File: src/rtl/key_debounce_pkg.sv
// key_pkg: debouncer FSM state encodings and default timing constants,
// shared with the LED shift stage's testbench.
package key_pkg;
   typedef enum logic [1:0] {
      IDLE           = 2'd0,
      PRESS_FILTER   = 2'd1,
      DOWN           = 2'd2,
      RELEASE_FILTER = 2'd3
   } key_state_t;
   localparam int unsigned KEY_CNT_MAX  = 1_000_000;
   localparam int unsigned KEY_LONG_MAX = 50_000_000;
endpackage

File: src/rtl/key_debounce_sync_2ff.sv
// sync_2ff: two-flop synchroniser with parameterised reset value.
module sync_2ff #(
   parameter logic RST_VAL = 1'b1
) (
   input  logic i_clk,
   input  logic i_rst_n,
   input  logic i_d,
   output logic o_q
);
   logic r_meta;
   always_ff @(posedge i_clk or negedge i_rst_n)
      if (!i_rst_n) begin
         r_meta <= RST_VAL;
         o_q    <= RST_VAL;
      end else begin
         r_meta <= i_d;
         o_q    <= r_meta;
      end
endmodule

File: src/rtl/key_debounce.sv
// key_debounce: active-low push-button debouncer with press/release/long strobes.
// Long-press detection is built only when KEY_LONG_PRESS_EN is defined.
module key_debounce
   import key_pkg::*;
#(
   parameter int unsigned CNT_MAX  = KEY_CNT_MAX,
   parameter int unsigned LONG_MAX = KEY_LONG_MAX
) (
   input  logic clk,
   input  logic rst_n,
   input  logic key,
   output logic key_out,
   output logic key_press,
   output logic key_release,
   output logic key_long
);
`ifdef KEY_LONG_PRESS_EN
   localparam int unsigned CNT_W = $clog2(LONG_MAX + 1);
   localparam logic [CNT_W-1:0] LONG_END = CNT_W'(LONG_MAX - 1);
`else
   localparam int unsigned CNT_W = $clog2(CNT_MAX + 1);
`endif
   localparam logic [CNT_W-1:0] FILT_END = CNT_W'(CNT_MAX - 1);

   if (CNT_MAX < 2 || LONG_MAX <= CNT_MAX) begin : g_param_check
      $error("key_debounce: need CNT_MAX >= 2 and LONG_MAX > CNT_MAX");
   end

   logic             w_key_s;
   key_state_t       r_state, w_state_nxt;
   logic [CNT_W-1:0] r_cnt, w_cnt_nxt;
   logic             r_key_out, w_key_out_nxt;
   logic             r_press, w_press_nxt;
   logic             r_release, w_release_nxt;
   logic             r_long, w_long_nxt;
   logic             r_long_done, w_long_done_nxt;

   sync_2ff #(.RST_VAL(1'b1)) u_sync (
      .i_clk   (clk),
      .i_rst_n (rst_n),
      .i_d     (key),
      .o_q     (w_key_s)
   );

   always_ff @(posedge clk or negedge rst_n)
      if (!rst_n) begin
         r_state     <= IDLE;
         r_cnt       <= '0;
         r_key_out   <= 1'b1;
         r_press     <= 1'b0;
         r_release   <= 1'b0;
         r_long      <= 1'b0;
         r_long_done <= 1'b0;
      end else begin
         r_state     <= w_state_nxt;
         r_cnt       <= w_cnt_nxt;
         r_key_out   <= w_key_out_nxt;
         r_press     <= w_press_nxt;
         r_release   <= w_release_nxt;
         r_long      <= w_long_nxt;
         r_long_done <= w_long_done_nxt;
      end

   always_comb begin
      w_state_nxt     = r_state;
      w_cnt_nxt       = r_cnt;
      w_key_out_nxt   = r_key_out;
      w_press_nxt     = 1'b0;
      w_release_nxt   = 1'b0;
      w_long_nxt      = 1'b0;
      w_long_done_nxt = r_long_done;
      case (r_state)
         IDLE:
            if (!w_key_s) begin
               w_state_nxt = PRESS_FILTER;
               w_cnt_nxt   = '0;
            end
         PRESS_FILTER:
            if (w_key_s) begin
               w_state_nxt = IDLE;
               w_cnt_nxt   = '0;
            end else if (r_cnt == FILT_END) begin
               w_state_nxt     = DOWN;
               w_cnt_nxt       = '0;
               w_key_out_nxt   = 1'b0;
               w_press_nxt     = 1'b1;
               w_long_done_nxt = 1'b0;
            end else
               w_cnt_nxt = r_cnt + 1'b1;
         DOWN:
            if (w_key_s) begin
               w_state_nxt = RELEASE_FILTER;
               w_cnt_nxt   = '0;
            end
`ifdef KEY_LONG_PRESS_EN
            // cnt parks at LONG_END; the done flag keeps key_long to one strobe
            else if (r_cnt != LONG_END)
               w_cnt_nxt = r_cnt + 1'b1;
            else if (!r_long_done) begin
               w_long_nxt      = 1'b1;
               w_long_done_nxt = 1'b1;
            end
`endif
         RELEASE_FILTER:
            if (!w_key_s) begin
               w_state_nxt     = DOWN;
               w_cnt_nxt       = '0;
               w_long_done_nxt = 1'b0;
            end else if (r_cnt == FILT_END) begin
               w_state_nxt   = IDLE;
               w_cnt_nxt     = '0;
               w_key_out_nxt = 1'b1;
               w_release_nxt = 1'b1;
            end else
               w_cnt_nxt = r_cnt + 1'b1;
         default: w_state_nxt = IDLE;
      endcase
   end

   assign key_out     = r_key_out;
   assign key_press   = r_press;
   assign key_release = r_release;
   assign key_long    = r_long;
endmodule

File: config.mk
export PLATFORM = sky130hd
export DESIGN_NAME = key_debounce
export DESIGN_NICKNAME = d
export VERILOG_FILES = /design/src/rtl/key_debounce_pkg.sv /design/src/rtl/key_debounce_sync_2ff.sv /design/src/rtl/key_debounce.sv
export SDC_FILE = /design/constraint.sdc
export NUM_CORES = 1
export LEC_CHECK = 0
export ABC_AREA = 1
export CAP_MARGIN = 15
export CORE_MARGIN = 5
export CORE_UTILIZATION = 50
export CTS_BUF_LIST = sky130_fd_sc_hd__clkbuf_8 sky130_fd_sc_hd__clkbuf_16
export DETAILED_ROUTE_END_ITERATION = 10
export DONT_BUFFER_PORTS = 1
export SETUP_SLACK_MARGIN = 0.15
export SYNTH_ARGS = -nofsm -noshare
export SYNTH_HDL_FRONTEND = slang
export SYNTH_HIERARCHICAL = 1
export SYNTH_SLANG_ARGS = --single-unit
File: constraint.sdc
create_clock -name clk -period 1.9 [get_ports clk]
set_input_delay 0.38 -clock clk [delete_from_list [all_inputs] [get_ports clk]]
set_output_delay 0.38 -clock clk [all_outputs]
set_load 0.01 [all_outputs]
Yosys cells after proc, flatten, opt, wreduce, memory -nomap -nowiden --
Cells that the tools add are included.
Operators by class: equality and inequality tests 12, mux-type cells 23, add/subtract/negate cells 1, bitwise gates (word level) 0, reduce and logical (&&, ||, !) cells 5, multipliers 0, shift operators 0, divide/modulo/power cells 0, order comparisons 0
Operator list (count):
- $mux 20 | 5
- $pmux 20 s4 | 1
- $add 20x1->20 const B | 1
- $eq 20x20->1 const B | 1
- $mux 2 | 6
- $mux 1 | 9
- $ne 2x2->1 const B | 4
- $pmux 2 s4 | 1
- $reduce_and 5->1 | 1
- $eq 2x2->1 const B | 2
- $ne 2x1->1 const B | 2
- $reduce_and 4->1 | 1
- $ne 3x2->1 const B | 1
- $ne 3x3->1 const B | 1
- $eq 2x1->1 const B | 1
- $logic_not 2->1 | 1
- $pmux 1 s2 | 1
- $reduce_and 2->1 | 1
- $reduce_bool 2->1 | 1
Word-level totals: ROM bits 0, input bits 3, bits in registers 27, memories kept 0, memory bits (writable) 0, bits in latches 0

Depth between registers and ports, before layout --
Gate-level depths: netlist (run 1).
depth after elaboration 4, gate-level depth with buffers 10, depth with buffers taken out 10

Cells and area by module --
Netlist (run 1), hierarchy kept.
Modules (own cells, without submodules):
- key_debounce | area an instance 1569.0 µm², seq. area each 626.9 µm², times used 1, cells an instance 228
- sync_2ff | area an instance 52.6 µm², seq. area each 52.6 µm², times used 1, cells an instance 2

Least setup slack after synthesis (run 1) --
No wires, ideal clock.
path kind reg2reg, start reg r_cnt[0], end reg r_cnt[12], slack 460 ps, arrival 1322 ps, period minus slack after synthesis 1440 ps, library setup time 117 ps, cell stages (with the launch flop) 9, path buffers 0, cell sequence dfrtp_1 -> ha_1 -> nand2_2 -> nor2_4 -> nand2_1 -> nor2_2 -> or2_2 -> nand3_1 -> nand2_1
Between the ends: word-level cells in the longest chain between the ends 4, elaborated cells between the ends (all ways) 6, those cells by class 1 x add/sub; 1 x eq/ne; 4 x mux
RTL lines:
- start, declared | RTL line key_debounce.sv:31 | logic [CNT_W-1:0] r_cnt, w_cnt_nxt;
- start signal, assigned | RTL line key_debounce.sv:56 | r_cnt <= w_cnt_nxt;
- $add 20x1->20 or $eq 20x20->1 (tied branches)
- $mux 20 * | RTL line key_debounce.sv:82, key_debounce.sv:109
- $mux 20 (on tied branches) | RTL line key_debounce.sv:105, key_debounce.sv:79
- $pmux 20 s4 * | RTL line key_debounce.sv:72 | case (r_state)
Every way passes the cells marked *; elsewhere a longest branch is shown, timed or not. A chain may end at the register's enable or synchronous reset.

==> summary.txt, run 1 <==
Post-CTS Repair Setup Buffers: 0
GRT overflow: 0
Setup CP Type: reg -> reg
Leakage: 0.000757 uW
Worst-Skew Late Latency: 0.28 ns
Clock power share: 24.8%
Largest area contributor in the netlist: dfrtp_1
Fin. max-slew vios: 0
Global Route Usage Sum: 19.1%
Sw Pwr: 495 uW
Setup slack on the worst flop-to-flop path: 0.34 ns
Antenna Nets Post-Route: 0
Ys Warns: 6
Vias in the first global route: 1423
Fraction of layout cells with a size suffix above 1: 10.2%
Synth cell types: 33
Crit path from: r_cnt[1]$_DFFE_PN0P_
Detailed placer's ending HPWL: 2.80 mm
Die width: 67.0 um
I/O pin count: 7
Final hold violations: 0
Drt first pass iters: 4
Largest net degree at the start of global routing: 28
Crit path time final: 1.56 ns
RSZ-0062 raised after global routing: false
Sw Ratio: 35.7%
Fillers: 301
Max Root-Sink Buffers: 2
Clock slew at reported path FFs: 0.09 ns
First-pass GRT wire length: 6.48 mm
Area Overhead vs Synth: 8.72%
Pwr/cell area: 785 nW/um2
Synth area leaders: dfrtp_1 (37%), nand2_1 (19%), nor2_1 (7.4%), nand3_1 (6.2%), dfstp_2 (4.9%)
Ant diodes: 0
VDD IR-drop max: 0.000313 V
Tcrit/Tclk final: 82.3%
Max Freq: 639 MHz
Register share of total power: 49.0%
Commonest cells in the synthesized netlist: nand2_1 (83), nor2_1 (32), dfrtp_1 (24)
TritonCTS clock tree: done
CTS root buffer: clkbuf_8
Initial antenna violation count: 0
Yosys top cell area share: 37.0%
Fin Clk Skew: 0.00795 ns
Seq/Total Area, Yosys: 41.9%
Register area: 681 um2
Via count: 1420
CP endpoint kind: register
Most common cell in the netlist: nand2_1
Cells after synthesis: 230
Area occupied by multi-input gates: 853 um2
Comb power frac: 26.2%
Post-synth top flop: dfrtp_1
CP Max Fanout: 14
Via density: 5.09
Worst hold slack: 0.0898 ns
Post-Syn Nets: 234
Final setup violation count: 0
Number of synthesized register bits: 27
Drt total wl: 3.69 mm
Max layer used: met4
Syn avg cell area: 7.05 um2
DIE AREA: 4480 um2
CP Data Arrival Time: 1.74 ns
Core ar.: 3080 um2
Met3 routed WL: 182 um
Routability Congestion: 0.917
I/O Buffers: 0
DRT iter0 DRCs: 72
Fin Setup TNS: 0 ns
Avg WL per Cell: 13.2 um
Residual DRC: 0
WL met2: 1.71 mm
CTS H-tree lvls: 1
Req. time, crit path: 2.08 ns
Cell Rows: 20
Starting Density: 52.7%
Post-synth EDFFs: 0
Int Pwr: 889 uW
Max cap viols: 0
Num CTS Buffers: 3
R2R depth: 10
Die height: 67.0 um
Wl on met1: 1.74 mm
Clock Sinks: 27
Asr flop ratio synth: 100%
# nets final: 240
Status: complete, no violations
Reg2reg start: r_cnt[1]$_DFFE_PN0P_
Hold/Removal Path Class: in -> reg
Mapped cell area: 1620 um2
Worst Setup Start Kind: register
==> what timing repair did <==
| action | CTS | global route |
|---|---|---|
| resized for setup | 0 | 4 |
| hold buffers | 2 | 0 |
| hold endpoints to repair | 27 | 0 |
| endpoints found under the setup margin | 0 | 9 |
==> per-layer routing <==
layer	vias up	GRT usage, %
li1	737	-
met4	0	6.33
met2	26	31.1
met3	7	3.37
met5	-	0
met1	650	25.4
==> area by class of cell <==
type | instances | area share [%]
repair buffers | 4 | 2.56
multi-input cells | 179 | 48.4
clock buffers | 3 | 2.34
inverters | 21 | 4.54
flip-flops and latches | 27 | 38.6
well taps | 44 | 3.12
clock inverters | 1 | 0.426
==> cells by family after synthesis <==
family                   after synthesis  share of synthesized area (%)
other                                  1                          0.231
adder cells (fa/ha/maj)                1                          0.771
XOR/XNOR                               3                           1.62
AND/OR/NAND/NOR                      150                           40.3
flip-flops                            27                           41.9
multiplexers                           1                          0.617
buffers and inverters                 24                           6.40
AO/OA/AOI/OAI                         23                           8.18
==> worst min-delay path by stage <==
| stage | from | end | slack (ns) | cells after the start |
|---|---|---|---|---|
| floorplan | rst_n | async pin | 0.08 | 0 |
| global placement | rst_n | r_cnt[7]$_DFFE_PN0P_ | 0.09 | 0 |
| finish | key | u_sync/r_meta$_DFF_PN1_ | 0.09 | 0 |
| CTS | key | u_sync/r_meta$_DFF_PN1_ | 0.08 | 0 |
| detailed placement | rst_n | r_cnt[9]$_DFFE_PN0P_ | 0.09 | 0 |
| global route | key | u_sync/r_meta$_DFF_PN1_ | 0.07 | 0 |
==> state kept, by name (all words and copies together), names as in the netlist, named ones only <==
register and cells:
key_release 1, u_sync/r_meta 1, u_sync/o_q 1, key_out 1, key_press 1, r_state 1, r_cnt 20
==> worst max-delay path: stages (launching register included) <==
cell	delay, ns
dfrtp_1	0.41
ha_2	0.23
nand2_2	0.08
nor2_4	0.14
nand2_2	0.08
clkinv_2	0.07
nand3_4	0.10
nand2_4	0.17
nand2_1	0.08
nand2_1	0.06
nand2_1	0.04
==> power by group through the flow <==
| stage | combinational [uW] | sequential (uW) | clock, uW |
|---|---|---|---|
| CTS | 358 | 673 | 358 |
| global route | 405 | 685 | 371 |
| finish | 362 | 678 | 343 |
| floorplan | 253 | 671 | 0 |
| detailed placement | 339 | 684 | 0 |
| global placement | 331 | 685 | 0 |
==> cell usage in the layout (no fill, tap or decap), types with 2 or more instances in the layout <==
cell,count
dfrtp_1,23
dfstp_2,3
nand2_1,83
nand3_1,20
o21ai_0,12
xor2_1,2
nand4_1,3
o22ai_1,4
nor2_4,3
nand2_2,3
buf_4,2
inv_1,19
o21bai_1,3
nor2_1,32
clkbuf_8,3
==> through the flow <==
step	total power, uW	cells	area [um2]	setup slack, ns	util (%)
floorplan	924	230	1620	0.460	-
global placement	1020	273	1670	0.329	54.2
detailed placement	1020	273	1670	0.254	54.2
CTS	1390	279	1750	0.232	56.7
global route	1460	279	1760	0.192	57.3
finish	1380	279	1760	0.336	57.3
No activity file was read; power rests on OpenSTA's default activity.
==> run 2: changes to the inputs <==
--- a/config.mk
+++ b/config.mk
@@ -12,6 +12,7 @@
 export CTS_BUF_LIST = sky130_fd_sc_hd__clkbuf_8 sky130_fd_sc_hd__clkbuf_16
 export DETAILED_ROUTE_END_ITERATION = 10
 export DONT_BUFFER_PORTS = 1
+export PLACE_DENSITY = 0.68
 export SETUP_SLACK_MARGIN = 0.15
 export SYNTH_ARGS = -nofsm -noshare
 export SYNTH_HDL_FRONTEND = slang
==> constraint.sdc (replaced) <==
create_clock -name clk -period 1.38 [get_ports clk]
set_input_delay 0.276 -clock clk [delete_from_list [all_inputs] [get_ports clk]]
set_output_delay 0.276 -clock clk [all_outputs]
set_load 0.01 [all_outputs]
==> run 2 against run 1 <==
Compared with the run above: the flow now finishes with violations (setup timing); worst setup slack worse by 0.50 ns; via count grew 18%; hold slack gained 0.27 ns; clock power is 40% higher; register-to-register slack got worse by 0.50 ns; flip-flop and latch count did not move; core utilization grew 13 points; cell count up 12%; fmax grew 1.1%; die area is the same; largest power group unchanged; highest routed layer unchanged.
==> summary.txt, run 2 (synthesis gave the netlist of run 1 again) <==
Hold_sp: u_sync/r_meta$_DFF_PN1_
Met3 routed WL: 260 um (+43%)
Setup WS post-layout: -0.166 ns (-0.502 ns)
Worst path cell trace: ha_2 > nand2_2 > nor2_4 > nand2_4 > inv_4 > nand3_4 > nand2_8 > buf_4 > o21ai_2
CP Data Arrival Time: 1.72 ns (-0.02 ns)
Cell Rows: 20 (unchanged)
# nets final: 274 (+14%)
Antenna Nets Post-Route: 0 (unchanged)
Worst hold slack: 0.362 ns (+0.272 ns)
CP max stage cell: dfrtp_1
Largest register FFs: 20 (unchanged)
Worst Setup Start Kind: register
Fraction of layout cells with a size suffix above 1: 31.2% (+21 points)
Setup CP Type: reg -> reg
Via density: 5.37 (+5.5%)
Pwr/cell area: 1030 nW/um2 (+31%)
Most frequent standard cell in the layout excluding fill and tap cells: nand2_1
Routability Congestion: 0.978 (+6.7%)
Die height: 67.0 um (unchanged)
Hold Crit Depth: 0 (unchanged)
Vias in the first global route: 1500 (+5.4%)
Clock slew at reported path FFs: 0.10 ns (about the same)
Reg with most FFs: r_cnt
CP Max Fanout: 7 (-7)
Hold/Removal Path Class: reg -> reg
I/O pin count: 7 (unchanged)
Max cap viols: 0 (unchanged)
Fillers: 238 (-21%)
Fin. max-slew vios: 0 (unchanged)
Final Util: 70.6% (+13 points)
Drt first pass iters: 4 (unchanged)
Area Overhead vs Synth: 34.0%
Fin Setup TNS: -2.28 ns (-2.28 ns)
Leakage: 0.000981 uW (+30%)
Max Root-Sink Buffers: 2 (unchanged)
Initial antenna violation count: 0 (unchanged)
Max Freq: 647 MHz (+1.1%)
I/O Buffers: 0 (unchanged)
Setup slack on the worst flop-to-flop path: -0.17 ns (-0.50 ns)
Crit path largest cell delay: 0.38 ns (-0.03 ns)
First-pass GRT wire length: 7.11 mm (+9.8%)
Final setup violation count: 24 (+24)
DRT iter0 DRCs: 149 (+110%)
CTS root buffer: clkbuf_8
DIE AREA: 4480 um2 (unchanged)
WL met2: 2.31 mm (+35%)
Detailed placer's ending HPWL: 2.98 mm (+6.3%)
Avg WL per Cell: 15.0 um (+14%)
Status: complete, but fails checks
Global Route Usage Sum: 21.1% (+2.0 points)
Reg2reg start: r_cnt[0]$_DFFE_PN0P_
TritonCTS clock tree: done
CP endpoint kind: register
R2R depth: 9 (-1)
Tcrit/Tclk final: 112% (+30 points)
Die width: 67.0 um (unchanged)
Req. time, crit path: 1.56 ns (-0.52 ns)
Failing checks: setup timing
Largest net degree at the start of global routing: 28 (unchanged)
Drt total wl: 4.70 mm (+27%)
Ant diodes: 0 (unchanged)
Residual DRC: 0 (unchanged)
RSZ-0062 raised after global routing: true
Num CTS Buffers: 3 (unchanged)
Fin Clk Skew: 0.00619 ns (-0.00176 ns)
Starting Density: 52.7% (unchanged)
Most frequent cells in the layout: nand2_1 (77), buf_4 (32), nor2_1 (24)
CTS H-tree lvls: 1 (unchanged)
Worst R2R End: r_cnt[7]$_DFFE_PN0P_
Final hold violations: 0 (unchanged)
Clock Sinks: 27 (unchanged)
Register area: 682 um2 (+0.18%)
Max layer used: met4
Worst-Skew Late Latency: 0.28 ns (about the same)
Core ar.: 3080 um2 (unchanged)
Via count: 1680 (+18%)
GRT overflow: 0 (unchanged)
Wl on met1: 1.98 mm (+14%)
VDD IR-drop max: 0.000682 V (+120%)
Worst Hold Endpoint: u_sync/o_q$_DFF_PN1_
Crit path time final: 1.55 ns (-0.0176 ns)
Area occupied by multi-input gates: 1010 um2 (+19%)
## run 2: cell count changes in the layout (fill, tap and decap cells not counted), moves of 4 or more
cell	before	now
buf_4	2	32
o21ai_0	12	2
nor2_1	32	24
nand2_1	83	77
o21ai_1	1	7
nand3_1	20	15
nor2_2	0	5
nand3_2	0	4
o21ai_2	0	4
## run 2: routing by layer
layer	GRT usage [%]	vias up
met4	5.57	0
li1	-	816
met2	34.4	58
met3	3.04	24
met5	0	-
met1	29.0	782
## run 2: through the flow
step,total power [uW],cell area (um2),worst slack [ns],instances
after floorplan,1280,1620,-0.0406,230
after global placement,1490,1850,-0.0754,297
after detailed placement,1510,1850,-0.166,297
after CTS,2050,1970,-0.0967,305
after global routing,2360,2170,-0.251,313
final,2240,2170,-0.166,313
## run 2: how the worst max path moves through the flow
stage,from,to,cells after the start
after floorplan,r_cnt[0]$_DFFE_PN0P_,r_cnt[2]$_DFFE_PN0P_,9
after global placement,r_cnt[1]$_DFFE_PN0P_,r_cnt[12]$_DFFE_PN0P_,8
after detailed placement,r_cnt[0]$_DFFE_PN0P_,r_cnt[17]$_DFFE_PN0P_,8
after CTS,r_cnt[0]$_DFFE_PN0P_,r_cnt[17]$_DFFE_PN0P_,8
after global routing,r_cnt[0]$_DFFE_PN0P_,register,10
final,r_cnt[0]$_DFFE_PN0P_,r_cnt[7]$_DFFE_PN0P_,9
## run 2: timing repair
item	CTS	global route
setup buffers	0	7
cloned	1	1
pin swaps	0	12
endpoints found under the setup margin	25	25
hold buffers	3	0
hold endpoints to repair	28	0
gates resized for setup	7	45
## run 2: power by group
group,switching [uW],internal (uW)
clock network,274,205
logic,508,326
registers,75.0,850
## run 2: cell type report
class,instances,share of cell area (%)
clock buffer,3,1.90
clock inverter,1,0.345
inverter,21,3.86
multi-input combinational,181,46.6
sequential,27,31.4
tap,44,2.53
timing repair buffer,36,13.4
## run 2: critical path: cells and delay by family, from the launching register on
kind	cells	cell delay, ns
flops	1	0.38
compound gates	1	0.04
fa+ha+maj	1	0.19
buf+inv	2	0.19
simple gates	5	0.64
